$ cat src/rtl/sram_pkg.sv
// Shared encodings and payload types for the sram32 load/store front end.
package sram_pkg;

    localparam int unsigned XLEN   = 32;
    localparam int unsigned NBYTES = XLEN / 8;
    localparam int unsigned OFF_W  = 2;

    typedef enum logic [1:0] {
        SZ_B   = 2'b00,
        SZ_H   = 2'b01,
        SZ_W   = 2'b10,
        SZ_RSV = 2'b11
    } size_e;

    // Request attributes carried alongside the single outstanding response.
    typedef struct packed {
        logic             we;
        size_e            size;
        logic             sgn;
        logic [OFF_W-1:0] off;
        logic             err;
    } rsp_meta_t;

endpackage

$ cat src/rtl/dffl.sv
// Enabled flop primitive with asynchronous active-low clear.
module dffl #(
    parameter int unsigned W = 1
) (
    input  logic         clk,
    input  logic         rst_n,
    input  logic         en_i,
    input  logic [W-1:0] d_i,
    output logic [W-1:0] q_o
);

    always_ff @(posedge clk or negedge rst_n) begin
        if (!rst_n) begin
            q_o <= '0;
        end else if (en_i) begin
            q_o <= d_i;
        end
    end

endmodule

$ cat src/rtl/lsu_load_fmt.sv
// Load lane select and sign/zero extension; shared with the core writeback path.
module lsu_load_fmt
    import sram_pkg::*;
(
    input  size_e            size_i,
    input  logic             sgn_i,
    input  logic [OFF_W-1:0] off_i,
    input  logic [XLEN-1:0]  dout_i,
    output logic [XLEN-1:0]  data_o
);

    logic [7:0]  byte_c;
    logic [15:0] half_c;

    // Halves only ever start on lane 0 or 2, so off_i[0] is irrelevant for them.
    assign byte_c = dout_i[{off_i, 3'b000} +: 8];
    assign half_c = dout_i[{off_i[1], 4'b0000} +: 16];

    always_comb begin
        data_o = dout_i;
        case (size_i)
            SZ_B:    data_o = {{24{sgn_i & byte_c[7]}}, byte_c};
            SZ_H:    data_o = {{16{sgn_i & half_c[15]}}, half_c};
            default: data_o = dout_i;
        endcase
    end

endmodule

$ cat src/rtl/sram32_lsu_port.sv
// LSU request/response front end for the byte-enabled sram32 word SRAM.
module sram32_lsu_port
    import sram_pkg::*;
#(
    parameter int unsigned ADR_BITS = 16
) (
    input  logic              clk,
    input  logic              rst_n,
    input  logic              req_valid,
    output logic              req_ready,
    input  logic              req_we,
    input  logic [1:0]        req_size,
    input  logic              req_signed,
    input  logic [XLEN-1:0]   req_adr,
    input  logic [XLEN-1:0]   req_wdata,
    output logic              rsp_valid,
    input  logic              rsp_ready,
    output logic [XLEN-1:0]   rsp_rdata,
    output logic              rsp_err,
    output logic              sram_en,
    output logic [NBYTES-1:0] sram_we,
    output logic [XLEN-1:0]   sram_adr,
    input  logic [XLEN-1:0]   sram_dout,
    output logic [XLEN-1:0]   sram_din
);

    size_e             size_c;
    logic              err_c;
    logic              accept_c;
    logic [NBYTES-1:0] be_c;
    logic              rsp_valid_d, rsp_valid_q;
    logic              fresh_q;
    logic              hold_en_c;
    logic [XLEN-1:0]   hold_q;
    logic [XLEN-1:0]   fmt_c;
    rsp_meta_t         meta_d, meta_q;

    assign size_c    = size_e'(req_size);
    assign req_ready = !rsp_valid_q | rsp_ready;
    assign accept_c  = req_valid & req_ready;

    // Alignment, reserved size and address window check.
    always_comb begin
        err_c = 1'b0;
        case (size_c)
            SZ_H:    err_c = req_adr[0];
            SZ_W:    err_c = |req_adr[1:0];
            SZ_RSV:  err_c = 1'b1;
            default: err_c = 1'b0;
        endcase
        if ((req_adr >> ADR_BITS) != '0) begin
            err_c = 1'b1;
        end
    end

    // Byte enables and lane-replicated store data.
    always_comb begin
        be_c     = 4'b1111;
        sram_din = req_wdata;
        case (size_c)
            SZ_B: begin
                be_c     = 4'(4'b0001 << req_adr[1:0]);
                sram_din = {4{req_wdata[7:0]}};
            end
            SZ_H: begin
                be_c     = req_adr[1] ? 4'b1100 : 4'b0011;
                sram_din = {2{req_wdata[15:0]}};
            end
            default: begin
                be_c     = 4'b1111;
                sram_din = req_wdata;
            end
        endcase
    end

    assign sram_en  = accept_c & !err_c;
    assign sram_we  = (sram_en & req_we) ? be_c : '0;
    assign sram_adr = req_adr;

    assign rsp_valid_d = accept_c | (rsp_valid_q & !rsp_ready);

    always_comb begin
        meta_d      = '0;
        meta_d.we   = req_we;
        meta_d.size = size_c;
        meta_d.sgn  = req_signed;
        meta_d.off  = req_adr[1:0];
        meta_d.err  = err_c;
    end

    dffl #(.W(1)) u_valid (
        .clk(clk), .rst_n(rst_n), .en_i(1'b1), .d_i(rsp_valid_d), .q_o(rsp_valid_q)
    );

    // fresh marks the first response cycle, when sram_dout still holds our read.
    dffl #(.W(1)) u_fresh (
        .clk(clk), .rst_n(rst_n), .en_i(1'b1), .d_i(accept_c), .q_o(fresh_q)
    );

    dffl #(.W($bits(rsp_meta_t))) u_meta (
        .clk(clk), .rst_n(rst_n), .en_i(accept_c), .d_i(meta_d), .q_o(meta_q)
    );

    lsu_load_fmt u_fmt (
        .size_i(meta_q.size),
        .sgn_i (meta_q.sgn),
        .off_i (meta_q.off),
        .dout_i(sram_dout),
        .data_o(fmt_c)
    );

    // Capture load data before the SRAM address register moves on.
    assign hold_en_c = rsp_valid_q & fresh_q & !rsp_ready;

    dffl #(.W(XLEN)) u_hold (
        .clk(clk), .rst_n(rst_n), .en_i(hold_en_c), .d_i(fmt_c), .q_o(hold_q)
    );

    assign rsp_valid = rsp_valid_q;
    assign rsp_err   = rsp_valid_q & meta_q.err;
    assign rsp_rdata = (!rsp_valid_q | meta_q.we | meta_q.err) ? '0
                     : (fresh_q ? fmt_c : hold_q);

endmodule

$ cat config.mk
export PLATFORM = sky130hd
export DESIGN_NAME = sram32_lsu_port
export DESIGN_NICKNAME = d
export VERILOG_FILES = /design/src/rtl/sram_pkg.sv /design/src/rtl/dffl.sv /design/src/rtl/lsu_load_fmt.sv /design/src/rtl/sram32_lsu_port.sv
export SDC_FILE = /design/constraint.sdc
export NUM_CORES = 1
export LEC_CHECK = 0
export CAP_MARGIN = 20
export CELL_PAD_IN_SITES_DETAIL_PLACEMENT = 0
export CELL_PAD_IN_SITES_GLOBAL_PLACEMENT = 1
export CORE_MARGIN = 10
export CORE_UTILIZATION = 27
export CTS_BUF_LIST = sky130_fd_sc_hd__clkbuf_2 sky130_fd_sc_hd__clkbuf_4 sky130_fd_sc_hd__clkbuf_8
export DETAILED_ROUTE_END_ITERATION = 8
export PLACE_DENSITY_LB_ADDON = 0.1
export SLEW_MARGIN = 25
export SYNTH_ARGS = -nofsm -noshare
export SYNTH_HDL_FRONTEND = slang
export SYNTH_SLANG_ARGS = --single-unit
$ cat constraint.sdc
create_clock -name clk -period 2 [get_ports clk]
set_input_delay 0.2 -clock clk [delete_from_list [all_inputs] [get_ports clk]]
set_output_delay 0.2 -clock clk [all_outputs]
set_load 0.01 [all_outputs]
Word level (Yosys, flattened, before mapping). Cells that the tools add are included.

Divide/modulo/power cells: 0. Shift-type cells: 3. Equality and inequality tests: 4. $lt $le $gt $ge: 0. Mux-type cells: 9. Bitwise gates (word level): 13. $add $sub $neg: 0. Reductions and logical operators: 7. $mul: 0.

Operators with widths (count): 32-bit case mux with 2 select lines (2); 32-bit 2-to-1 mux (2); 32-bit nonzero test (1); 32-bit by 6-bit indexed part select with 16-bit output (1); 32-bit by 6-bit indexed part select with 8-bit output (1); 1-bit bitwise AND (9); 4-bit 2-to-1 mux (2); 4-bit case mux with 2 select lines (1); 2-bit by 1-bit equality test with 1-bit output (second input constant) (2); 2-bit equality test (second input constant) (2); 2-bit zero test (2); 1-bit OR (4); 1-bit by 2-bit << shifter with 4-bit output (first input constant) (1); 1-bit zero test (3); 1-bit case mux with 3 select lines (1); 2-bit OR reduction (1); 1-bit 2-to-1 mux (1).

RAM bits: 0. Output and inout port bits: 104. Bits in read-only memories: 0. Memories: 0. Bits in registers: 41. Bits in latches: 0. Word-level logic and storage cells: 40. Input bits: 104.

Depth between registers and ports, before layout. Gate-level depths: netlist of run 1.

Word-level depth: 7. Gate-level depth with buffers: 6. Gate-level depth less buffers: 4.

By module. From an unflattened synthesis of run 1, not the netlist that was laid out.

Cell total of the unflattened synthesis: 391. Area, all modules: 3792.4 µm².

Modules (own cells, without submodules): sram32_lsu_port (area each 1351.3 µm², cells an instance 187, sequential area each 0.0 µm², instances 1); dffl (u_hold) (area each 1345.0 µm², cells an instance 68, sequential area each 800.8 µm², instances 1); lsu_load_fmt (area each 724.4 µm², cells an instance 117, sequential area each 0.0 µm², instances 1); dffl (u_meta) (area each 291.5 µm², cells an instance 15, sequential area each 175.2 µm², instances 1); dffl (u_fresh ...) (area each 40.0 µm², cells an instance 2, sequential area each 25.0 µm², instances 2).

Worst setup path before layout of run 1. OpenSTA, ideal clock, no wires.

Path kind: register to output. Start point: register u_meta.q_o[2]. End point: output port rsp_rdata[15]. Data arrival time: 1700 ps. Buffers on the path: 2. Data required time: 1800 ps. Path slack: 100 ps. Stages on the path, launching flop included: 6. Cell sequence: dfrtp_1 > buf_6 > buf_2 > nor4b_2 > nor4_1 > a2111oi_0.

Longest elaborated chain between the ends: 5. Elaborated cells on any way between the ends: 6. Those cells by class: 2 x shift; 3 x mux; 1 x bitwise.

RTL lines: start: declaration (RTL line dffl.sv:9) `output logic [W-1:0] q_o`; start signal: assignment (RTL line dffl.sv:16) `q_o <= d_i;`; 32-bit by 6-bit indexed part select with 8-bit output (RTL line lsu_load_fmt.sv:16) `assign byte_c = dout_i[{off_i, 3'b000} +: 8];`; 1-bit bitwise AND (RTL line lsu_load_fmt.sv:22) `SZ_B: data_o = {{24{sgn_i & byte_c[7]}}, byte_c};`; 32-bit case mux with 2 select lines * (RTL line lsu_load_fmt.sv:21) `case (size_i)`; 32-bit 2-to-1 mux * (RTL line sram32_lsu_port.sv:122) `: (fresh_q ? fmt_c : hold_q);`; 32-bit 2-to-1 mux * (RTL line sram32_lsu_port.sv:121) `assign rsp_rdata = (!rsp_valid_q | meta_q.we | meta_q.err) ? '0`; end: declaration (RTL line sram32_lsu_port.sv:18) `output logic [XLEN-1:0] rsp_rdata,`.

Every way passes the cells marked *; elsewhere a longest branch is shown, timed or not.

Worst setup path in the final report of run 1.
Start point: register u_meta.q_o[2]. End point: output port rsp_rdata[1].

Longest elaborated chain between the ends: 4. Elaborated cells on any way between the ends: 5. Those cells by class: 2 x shift; 3 x mux.

RTL lines (RTL line): 32-bit by 6-bit indexed part select with 16-bit output / 32-bit by 6-bit indexed part select with 8-bit output (equally long branches) (lsu_load_fmt.sv:17, lsu_load_fmt.sv:16); 32-bit case mux with 2 select lines * (lsu_load_fmt.sv:21); 32-bit 2-to-1 mux * (sram32_lsu_port.sv:122); 32-bit 2-to-1 mux * (sram32_lsu_port.sv:121).

Marks and branches as above.

==> run_results.csv, run 1 <==
group,metric,value,unit
synth,ys.flop_type,"dfrtp_1",
synth,ys_seq_area_share,30.4,%
critical_path,rr_worst_depth,7,
synth,synth_cell_type_count,47,
place,dp_hpwl,11300,um
final_layout,final_common_cell,"clkdlybuf4s50_1",
sta,min_period,2250,ps
place,post-place-ws,-562,ps
outcome,outcome,"finished with violations",
global_routing,first_global_vias,4027,
clocking,htreeDepth,2,
critical_path,crit_arrival,2050,ps
critical_path,critPathMaxFanout,10,
sta,rsz0062_at_grt,"yes",
clocking,clock_latency,300,ps
floorplan,num_rows,40,
place,routabilityCongestion,0.809,
power,powerDensity,536,nW/um^2
clocking,cts_made_buffers,5,
sta,fmax,444,MHz
route,wirelength,14500,um
global_routing,grt_pass1_wl,22700,um
route,avgViaCountPerCell,4.94,
synth,synth_top_area_share,30.4,%
floorplan,die_x,132,um
final_layout,syn_to_final_growth,82.1,%
route,drcViolationCount,0,
final_layout,drive_gt1_share,38.7,%
floorplan,core,12100,um^2
job,maxCapViolCount,0,
clocking,cts_tree,"built",
floorplan,boundaryPins,208,
sta,finalCritPeriodShare,113,%
critical_path,required,1800,ps
synth,synth_cells,387,
route,drt_iter0_markers,199,
sta,final_max_slew_viol_count,0,
synth,ys_warn_count,0,
min_path,whs_path_depth,4,
clocking,ctsLongestPathBuffers,2,
sta,slew_headroom,56.2,%
route,wl_per_cell,18.5,um
final_layout,final_util,50.7,%
route,ant_nets,0,
synth,syn_area,3370,um^2
power,power_leakage,0.00280,uW
route,num_vias,3862,
global_routing,grtUsageTotal,15.8,%
global_routing,grt_max_degree,65,
sta,tns,-6080,ps
synth,async_reset_ff_share,100,%
floorplan,dieHeight,132,um
sta,hold_violations,0,
synth,synth_nets,491,
min_path,hold_class,"input port to register",
final_layout,n_antenna_cell,0,
sta,tightest_slew,658,ps
floorplan,dieArea,17400,um^2
clocking,root_buffer,"clkbuf_8",
synth,synth-seq-cells,41,
power,total_power,3290,uW
final_layout,nNetsFinal,716,
critical_path,path_class,"register to output pin",
sta,setup_viol,32,
clocking,cts_sinks,41,
synth,synth_area_leaders,"dfrtp_1, buf_4, mux2_2",
power,worst_ir_drop_vdd,357,uV
critical_path,critPathLaunchType,"register",
floorplan,initial_core_util,27.9,%
clocking,clk_pin_slew,80,ps
final_layout,most-common-layout-cells,"clkdlybuf4s50_1, buf_4, nand2_1",
synth,netlist.top_cell.by_area,"dfrtp_1",
synth,avgSynthCellArea,8.72,um^2
critical_path,cp-end-kind,"output pin",
global_routing,grt_antenna_before_repair,0,
place,numPortBuffers,179,
synth,synth_edf_count,0,
sta,fin_skew,3.63,ps
global_routing,grt.overflow.total,0,
route,first_pass_iters,7,
sta,holdWs,384,ps
outcome,failed_checks,"setup timing",
sta,worst_slack,-253,ps
path summary, 6_finish.rpt:
path                                           start                         end  slack (ps)
hold reg to reg            u_hold.q_o[7]$_DFFE_PN0P_   u_hold.q_o[7]$_DFFE_PN0P_         480
setup / recovery           u_meta.q_o[2]$_DFFE_PN0P_                rsp_rdata[1]        -250
setup reg to reg           u_meta.q_o[2]$_DFFE_PN0P_   u_hold.q_o[4]$_DFFE_PN0P_         230
hold / removal                           req_size[1]   u_meta.q_o[5]$_DFFE_PN0P_         380
max in group asynchronous                      rst_n   u_meta.q_o[2]$_DFFE_PN0P_        1060
min in group asynchronous                      rst_n  u_hold.q_o[26]$_DFFE_PN0P_         510
per-layer routing:
layer / GRT usage [%] / wire, um / vias to the layer above
met5: 0 / 0 / -
met4: 4.14 / 208 / 0
met3: 7.32 / 1430 / 12
met2: 25.3 / 6760 / 160
met1: 18.6 / 6080 / 1829
li1: - / - / 1861
layout make-up:
type | count | area (um^2)
flip-flops and latches | 41 | 1030
fillers | 1185 | 5970
clock inverters | 1 | 30.0
well taps | 168 | 210
multi-input cells | 271 | 2110
repair buffers | 286 | 2650
clock buffers | 7 | 90.1
inverters | 7 | 26.3
per-stage QoR:
step / instance area (um^2) / cells
5_1_grt: 6140 / 781
6_report: 6140 / 781
4_1_cts: 5880 / 773
3_3_place_gp: 5640 / 753
2_1_floorplan: 3370 / 387
3_5_place_dp: 5640 / 753
state kept, by name (all words and copies together) (netlist names):
signal and count:
u_hold.q_o 32, u_meta.q_o 7, u_fresh.q_o 1, u_valid.q_o 1
synth_stat cells, types with 4 or more instances:
cell type and n:
nand2_1 63, dfrtp_1 41, buf_4 40, o21ai_0 30
mux2_2 26, clkbuf_1 18, nor2_1 17, o211ai_1 13
a21oi_1 11, mux2i_1 11, a221o_2 10, o211ai_2 10
a222oi_1 8, a22oi_1 7, inv_1 7, nor4_1 7
a221o_1 6, o221ai_1 6, or3_1 6, buf_2 4
nor3_1 4
where the power goes:
group          leakage (uW)  switching [uW]  internal [uW]
Sequential         0.000514             117           1020
Combinational       0.00223             624            800
Clock             0.0000619             309            421
worst max-delay path, cell delays in order (launching register included):
cell      delay, ps
dfrtp_2         440
buf_6           130
buf_12          140
mux2_4          310
a222oi_1        350
buf_4           180
a21oi_1          50
buf_2           150
cell families after synthesis:
logic type | share of synthesized area, %
AO/OA/AOI/OAI | 26.8
AND/OR/NAND/NOR | 16.6
buffers and inverters | 13.6
multiplexers | 12.6
flip-flops | 30.4
timing repair:
item	CTS	global route
setup endpoints to repair	61	44
hold buffers	1	0
setup buffers	11	8
resized for setup	179	85
cloned	0	0
pin swaps	19	17
endpoints found under the hold margin	6	0
No activity file was read; power rests on OpenSTA's default activity.
==> run 2, diff against run 1 <==
--- a/config.mk
+++ b/config.mk
@@ -12,6 +12,8 @@
 export CORE_UTILIZATION = 27
 export CTS_BUF_LIST = sky130_fd_sc_hd__clkbuf_2 sky130_fd_sc_hd__clkbuf_4 sky130_fd_sc_hd__clkbuf_8
 export DETAILED_ROUTE_END_ITERATION = 8
+export GPL_ROUTABILITY_DRIVEN = 1
+export GPL_TIMING_DRIVEN = 0
 export PLACE_DENSITY_LB_ADDON = 0.1
 export SLEW_MARGIN = 25
 export SYNTH_ARGS = -nofsm -noshare
==> constraint.sdc (replaced) <==
create_clock -name clk -period 2 [get_ports clk]
set_input_delay 0.4 -clock clk [delete_from_list [all_inputs] [get_ports clk]]
set_output_delay 0.4 -clock clk [all_outputs]
set_load 0.01 [all_outputs]
==> run 2 against run 1 <==
Effect of this change: the run still ends with setup timing left; worst hold slack worse by 370 ps; via count increased by 6.0%; cell count increased by 3.3%.
==> run_results.csv, run 2 (synthesis results as in run 1) <==
group,metric,value,unit
floorplan,boundaryPins,208,
place,routabilityCongestion,0.874,
power,power_leakage,0.00281,uW
floorplan,dieArea,17400,um^2
floorplan,dieHeight,132,um
clocking,cts_sinks,41,
critical_path,max_stage_delay,380,ps
floorplan,num_rows,40,
global_routing,grt_antenna_before_repair,1,
floorplan,core,12100,um^2
final_layout,reg_top3,"u_hold.q_o x32, u_meta.q_o x7",
final_layout,final_common_cell,"clkdlybuf4s50_1",
clocking,htreeDepth,2,
floorplan,initial_core_util,27.9,%
clocking,cts_tree,"built",
critical_path,worstPathCellList,"buf_6 -> buf_6 -> buf_4 -> mux2_4 -> a222oi_1 -> buf_4 -> a21oi_2 -> buf_2",
sta,tightest_slew,508,ps
sta,final_max_slew_viol_count,0,
place,dp_hpwl,12300,um
place,post-place-ws,-1110,ps
critical_path,path_class,"register to output pin",
sta,setup_viol,35,
global_routing,first_global_vias,4419,
global_routing,grt_pass1_wl,24800,um
outcome,outcome,"finished with violations",
sta,finalCritPeriodShare,123,%
critical_path,cp-end-kind,"output pin",
final_layout,nNetsFinal,741,
power,p_sw,1080,uW
power,intPower,2210,uW
route,drcViolationCount,0,
clocking,clock_latency,310,ps
floorplan,die_x,132,um
critical_path,critPathMaxFanout,6,
critical_path,crit_arrival,2060,ps
final_layout,largest_reg_flops,32,
outcome,failed_checks,"setup timing",
power,total_power,3300,uW
sta,worst_slack,-462,ps
power,worst_ir_drop_vdd,390,uV
sta,slew_headroom,66.1,%
route,wl_per_cell,19.7,um
place,placedInstanceArea,5530,um^2
sta,fin_skew,9.95,ps
sta,hold_violations,0,
clocking,ctsLongestPathBuffers,2,
route,num_vias,4092,
critical_path,path_delay_family,"buffers and inverters",
route,ant_nets,0,
final_layout,most-common-layout-cells,"clkdlybuf4s50_1, buf_4, nand2_1",
final_layout,stdcell_area,6210,um^2
global_routing,grtUsageTotal,17.3,%
critical_path,crit_slowest_cell,"dfrtp_1",
place,dp_cells,749,
power,p_seq_share,34.5,%
power,clock_power_share,22.2,%
clocking,root_buffer,"clkbuf_8",
route,avgViaCountPerCell,5.07,
clocking,cts_made_buffers,5,
critical_path,crit_buf_inv,5,
route,wirelength,15900,um
global_routing,grt_max_degree,28,
job,maxCapViolCount,0,
final_layout,nFillCells,1195,
sta,min_period,2460,ps
final_layout,final_cell_count_no_fill,807,
power,powerDensity,531,nW/um^2
critical_path,required,1600,ps
global_routing,grt.overflow.total,0,
min_path,hold_class,"input port to async pin",
final_layout,final_util,51.3,%
route,drt_iter0_markers,307,
clocking,clk_pin_slew,80,ps
route,first_pass_iters,8,
power,combPwrFrac,43.3,%
final_layout,syn_to_final_growth,84.1,%
sta,fmax,406,MHz
critical_path,critPathLaunchType,"register",
power,swShare,32.9,%
sta,rsz0062_at_grt,"yes",
final_layout,drive_gt1_share,41.2,%
final_layout,top_register,"u_hold.q_o",
place,numPortBuffers,193,
run 2: changes by cell type in the layout (fill, tap and decap cells not counted), moves of 6 or more:
cell,previous run,this run
buf_2,16,37
clkbuf_1,0,8
clkbuf_2,0,6
buf_4,91,78
clkdlybuf4s50_1,105,96
buf_6,29,37
dlymetal6s2s_1,14,4
dlygate4sd2_1,23,36
run 2: final cells by class:
class | count | area, um^2 | share of cell area, %
Inverter | 7 | 26.3 | 0.423
Timing Repair Buffer | 245 | 2200 | 35.4
Clock buffer | 7 | 90.1 | 1.45
Antenna cell | 1 | 2.50 | 0.0403
Tap cell | 168 | 210 | 3.38
Sequential cell | 41 | 1030 | 16.6
Multi-Input combinational cell | 271 | 2150 | 34.6
Buffer | 66 | 475 | 7.65
Clock inverter | 1 | 30.0 | 0.483
run 2: power by group through the flow:
| stage | sequential [uW] | clock, uW | combinational (uW) |
|---|---|---|---|
| floorplan | 1110 | 0 | 659 |
| global placement | 1140 | 0 | 1200 |
| detailed placement | 1140 | 0 | 1210 |
| CTS | 1130 | 741 | 1370 |
| global route | 1160 | 773 | 1550 |
| finish | 1140 | 731 | 1430 |
run 2: path summary, 6_finish.rpt:
check	cells past startpoint	start	to	slack, ps
min reg2reg	2	u_hold.q_o[1]$_DFFE_PN0P_	u_hold.q_o[1]$_DFFE_PN0P_	480
min in group clk	2	u_hold.q_o[1]$_DFFE_PN0P_	u_hold.q_o[1]$_DFFE_PN0P_	480
max	8	u_meta.q_o[2]$_DFFE_PN0P_	rsp_rdata[1]	-460
min	1	rst_n	u_hold.q_o[27]$_DFFE_PN0P_	20
max reg2reg	5	u_valid.q_o$_DFF_PN0_	u_hold.q_o[17]$_DFFE_PN0P_	150
max in group asynchronous	2	rst_n	u_valid.q_o$_DFF_PN0_	1480
run 2: what timing repair did:
item / CTS / global route
buffers inserted: 41 / 10
setup endpoints to repair: 70 / 57
resized for setup: 343 / 43
cloned: 1 / 0
hold buffers: 0 / 0
pin swaps: 29 / 17
run 2: metrics by stage:
step,setup TNS (ps),hold WS (ps)
global placement,-87870,459
finish,-12590,16.8
CTS,-12520,30.2
floorplan,0,104
global route,-15380,43.4
detailed placement,-61690,353
run 2: metal layers:
metal  GRT usage (%)  up-vias  wire length, um
met5               0        -                0
met4            4.88        0              314
met3            7.39       21             1700
met2            29.0      210             7590
met1            19.6     1957             6260
li1                -     1904                -
==> run 3, diff against run 2 <==
--- a/config.mk
+++ b/config.mk
@@ -6,15 +6,13 @@
 export NUM_CORES = 1
 export LEC_CHECK = 0
 export CAP_MARGIN = 20
-export CELL_PAD_IN_SITES_DETAIL_PLACEMENT = 0
-export CELL_PAD_IN_SITES_GLOBAL_PLACEMENT = 1
 export CORE_MARGIN = 10
-export CORE_UTILIZATION = 27
+export CORE_UTILIZATION = 39
 export CTS_BUF_LIST = sky130_fd_sc_hd__clkbuf_2 sky130_fd_sc_hd__clkbuf_4 sky130_fd_sc_hd__clkbuf_8
 export DETAILED_ROUTE_END_ITERATION = 8
 export GPL_ROUTABILITY_DRIVEN = 1
 export GPL_TIMING_DRIVEN = 0
-export PLACE_DENSITY_LB_ADDON = 0.1
+export PLACE_DENSITY = 0.84
 export SLEW_MARGIN = 25
 export SYNTH_ARGS = -nofsm -noshare
 export SYNTH_HDL_FRONTEND = slang
==> run 3 against run 2 <==
Effect of this change: sequential share of layout area fell by 0.34 points; core utilization rose by 25 points; the run still ends with setup timing left; routed wire length rose by 5.8%; worst setup slack improved by 33 ps; combinational power rose by 13%; design area rose by 2.3%; first-iteration DRC count rose by 10%; worst hold slack improved by 39 ps; clock-buffer cell count did not move; critical path type unchanged; via count rose by 7.0%; largest cell class unchanged.
==> run_results.csv, run 3 (synthesis results as in run 1) <==
group,metric,value,unit
outcome,outcome,"finished with violations",
floorplan,dieHeight,113,um
critical_path,crit_buf_inv,3,
critical_path,crit_arrival,2030,ps
route,wl_per_cell,22.2,um
floorplan,die_x,113,um
final_layout,nNetsFinal,753,
final_layout,top_register,"u_hold.q_o",
critical_path,critPathMaxFanout,5,
min_path,hold_class,"input port to async pin",
sta,rsz0062_at_grt,"yes",
power,total_power,3500,uW
place,numPortBuffers,193,
outcome,failed_checks,"setup timing",
critical_path,path_delay_family,"simple AND/OR/NAND/NOR gates",
global_routing,grt_antenna_before_repair,2,
critical_path,max_stage_delay,550,ps
final_layout,reg_top3,"u_hold.q_o x32, u_meta.q_o x7",
global_routing,grt_pass1_wl,24900,um
sta,finalCritPeriodShare,121,%
place,routabilityCongestion,0.931,
sta,setup_viol,36,
critical_path,r2r_end,"u_hold.q_o[2]$_DFFE_PN0P_",
sta,min_period,2430,ps
critical_path,required,1600,ps
final_layout,final_common_cell,"clkdlybuf4s50_1",
critical_path,worstPathCellList,"buf_6 -> or4_4 -> a21oi_4 -> buf_6 -> a221o_2 -> buf_6",
critical_path,r2r_slack,-330,ps
sta,fmax,412,MHz
floorplan,initial_core_util,40.7,%
sta,fin_skew,9.84,ps
clocking,cts_made_buffers,5,
floorplan,dieArea,12800,um^2
floorplan,boundaryPins,208,
floorplan,core,8300,um^2
final_layout,syn_to_final_growth,88.4,%
clocking,clock_latency,300,ps
final_layout,largest_reg_flops,32,
clocking,cts_tree,"built",
sta,tightest_slew,651,ps
power,worst_ir_drop_vdd,367,uV
sta,holdWs,56.2,ps
critical_path,crit_top_cell,"buf_6",
route,drcViolationCount,0,
floorplan,num_rows,33,
power,power_leakage,0.00290,uW
clocking,clk_pin_slew,80,ps
global_routing,grt_max_degree,23,
critical_path,rr_worst_depth,14,
sta,worst_slack,-429,ps
sta,final_max_slew_viol_count,0,
clocking,ctsHoldBuffers,0,
critical_path,cp-end-kind,"output pin",
global_routing,grtUsageTotal,23.8,%
job,maxCapViolCount,0,
critical_path,critPathLaunchType,"register",
route,wirelength,16800,um
route,ant_nets,0,
critical_path,crit_slowest_cell,"or4_4",
final_layout,most-common-layout-cells,"clkdlybuf4s50_1, buf_4, nand2_1",
route,drt_iter0_markers,338,
route,first_pass_iters,5,
place,dp_hpwl,11900,um
critical_path,reg2reg_from,"u_meta.q_o[1]$_DFFE_PN0P_",
route,avgViaCountPerCell,5.78,
global_routing,grt.overflow.total,0,
power,powerDensity,550,nW/um^2
global_routing,first_global_vias,4579,
clocking,cts_sinks,41,
clocking,ctsLongestPathBuffers,2,
route,num_vias,4377,
clocking,root_buffer,"clkbuf_8",
clocking,htreeDepth,2,
place,dp_cells,686,
sta,slew_headroom,56.6,%
sta,hold_violations,0,
final_layout,final_cell_count_no_fill,757,
critical_path,path_class,"register to output pin",
final_layout,drive_gt1_share,43.8,%
run 3: final cells by class:
class | instances | area, um^2
plain buffers | 64 | 460
clock inverters | 1 | 30.0
diodes | 2 | 5.00
fillers | 536 | 1940
well taps | 105 | 131
repair buffers | 259 | 2380
flip-flops and latches | 41 | 1030
multi-input cells | 271 | 2200
clock buffers | 7 | 90.1
inverters | 7 | 26.3
run 3: worst max-delay path by stage:
| stage | endpoint | slack [ps] | depth (start not counted) | startpoint |
|---|---|---|---|---|
| after global placement | sram_din[27] | -1040 | 6 | req_size[1] |
| after detailed placement | rsp_rdata[29] | -1090 | 7 | sram_dout[23] |
| after global routing | rsp_rdata[15] | -500 | 6 | u_meta.q_o[1]$_DFFE_PN0P_ |
| after floorplan | rsp_rdata[15] | 5 | 5 | u_meta.q_o[2]$_DFFE_PN0P_ |
| after CTS | rsp_rdata[17] | -510 | 7 | u_meta.q_o[2]$_DFFE_PN0P_ |
| final | rsp_rdata[29] | -430 | 6 | u_meta.q_o[1]$_DFFE_PN0P_ |
run 3: routing by layer:
layer	part of all wire [%]	track usage [%]	wire, um	up-vias
met3	13	10.3	2180	45
met2	50	42.1	8470	317
met1	33	24.9	5590	2075
met4	3.2	7.28	543	0
li1	-	-	-	1940
met5	0	0	0	-
run 3: stage by stage:
stage / setup WS [ps] / utilization (%) / instance area, um^2 / setup TNS [ps]
after global routing: -497 / 76.6 / 6360 / -14490
after detailed placement: -1090 / 65.8 / 5460 / -56810
after floorplan: 5.23 / - / 3380 / 0
final: -429 / 76.6 / 6360 / -12540
after global placement: -1040 / 65.5 / 5440 / -77210
after CTS: -512 / 72.7 / 6040 / -13250
run 3: what timing repair did:
action	CTS	global route
pin swaps	32	31
gates resized for setup	328	92
cloned	1	0
endpoints found under the setup margin	66	48
buffers inserted	46	19
run 3: report_power, final:
group | internal, uW | switching [uW] | total [uW]
Combinational | 882 | 732 | 1610
Clock | 421 | 301 | 722
Sequential | 1020 | 140 | 1160
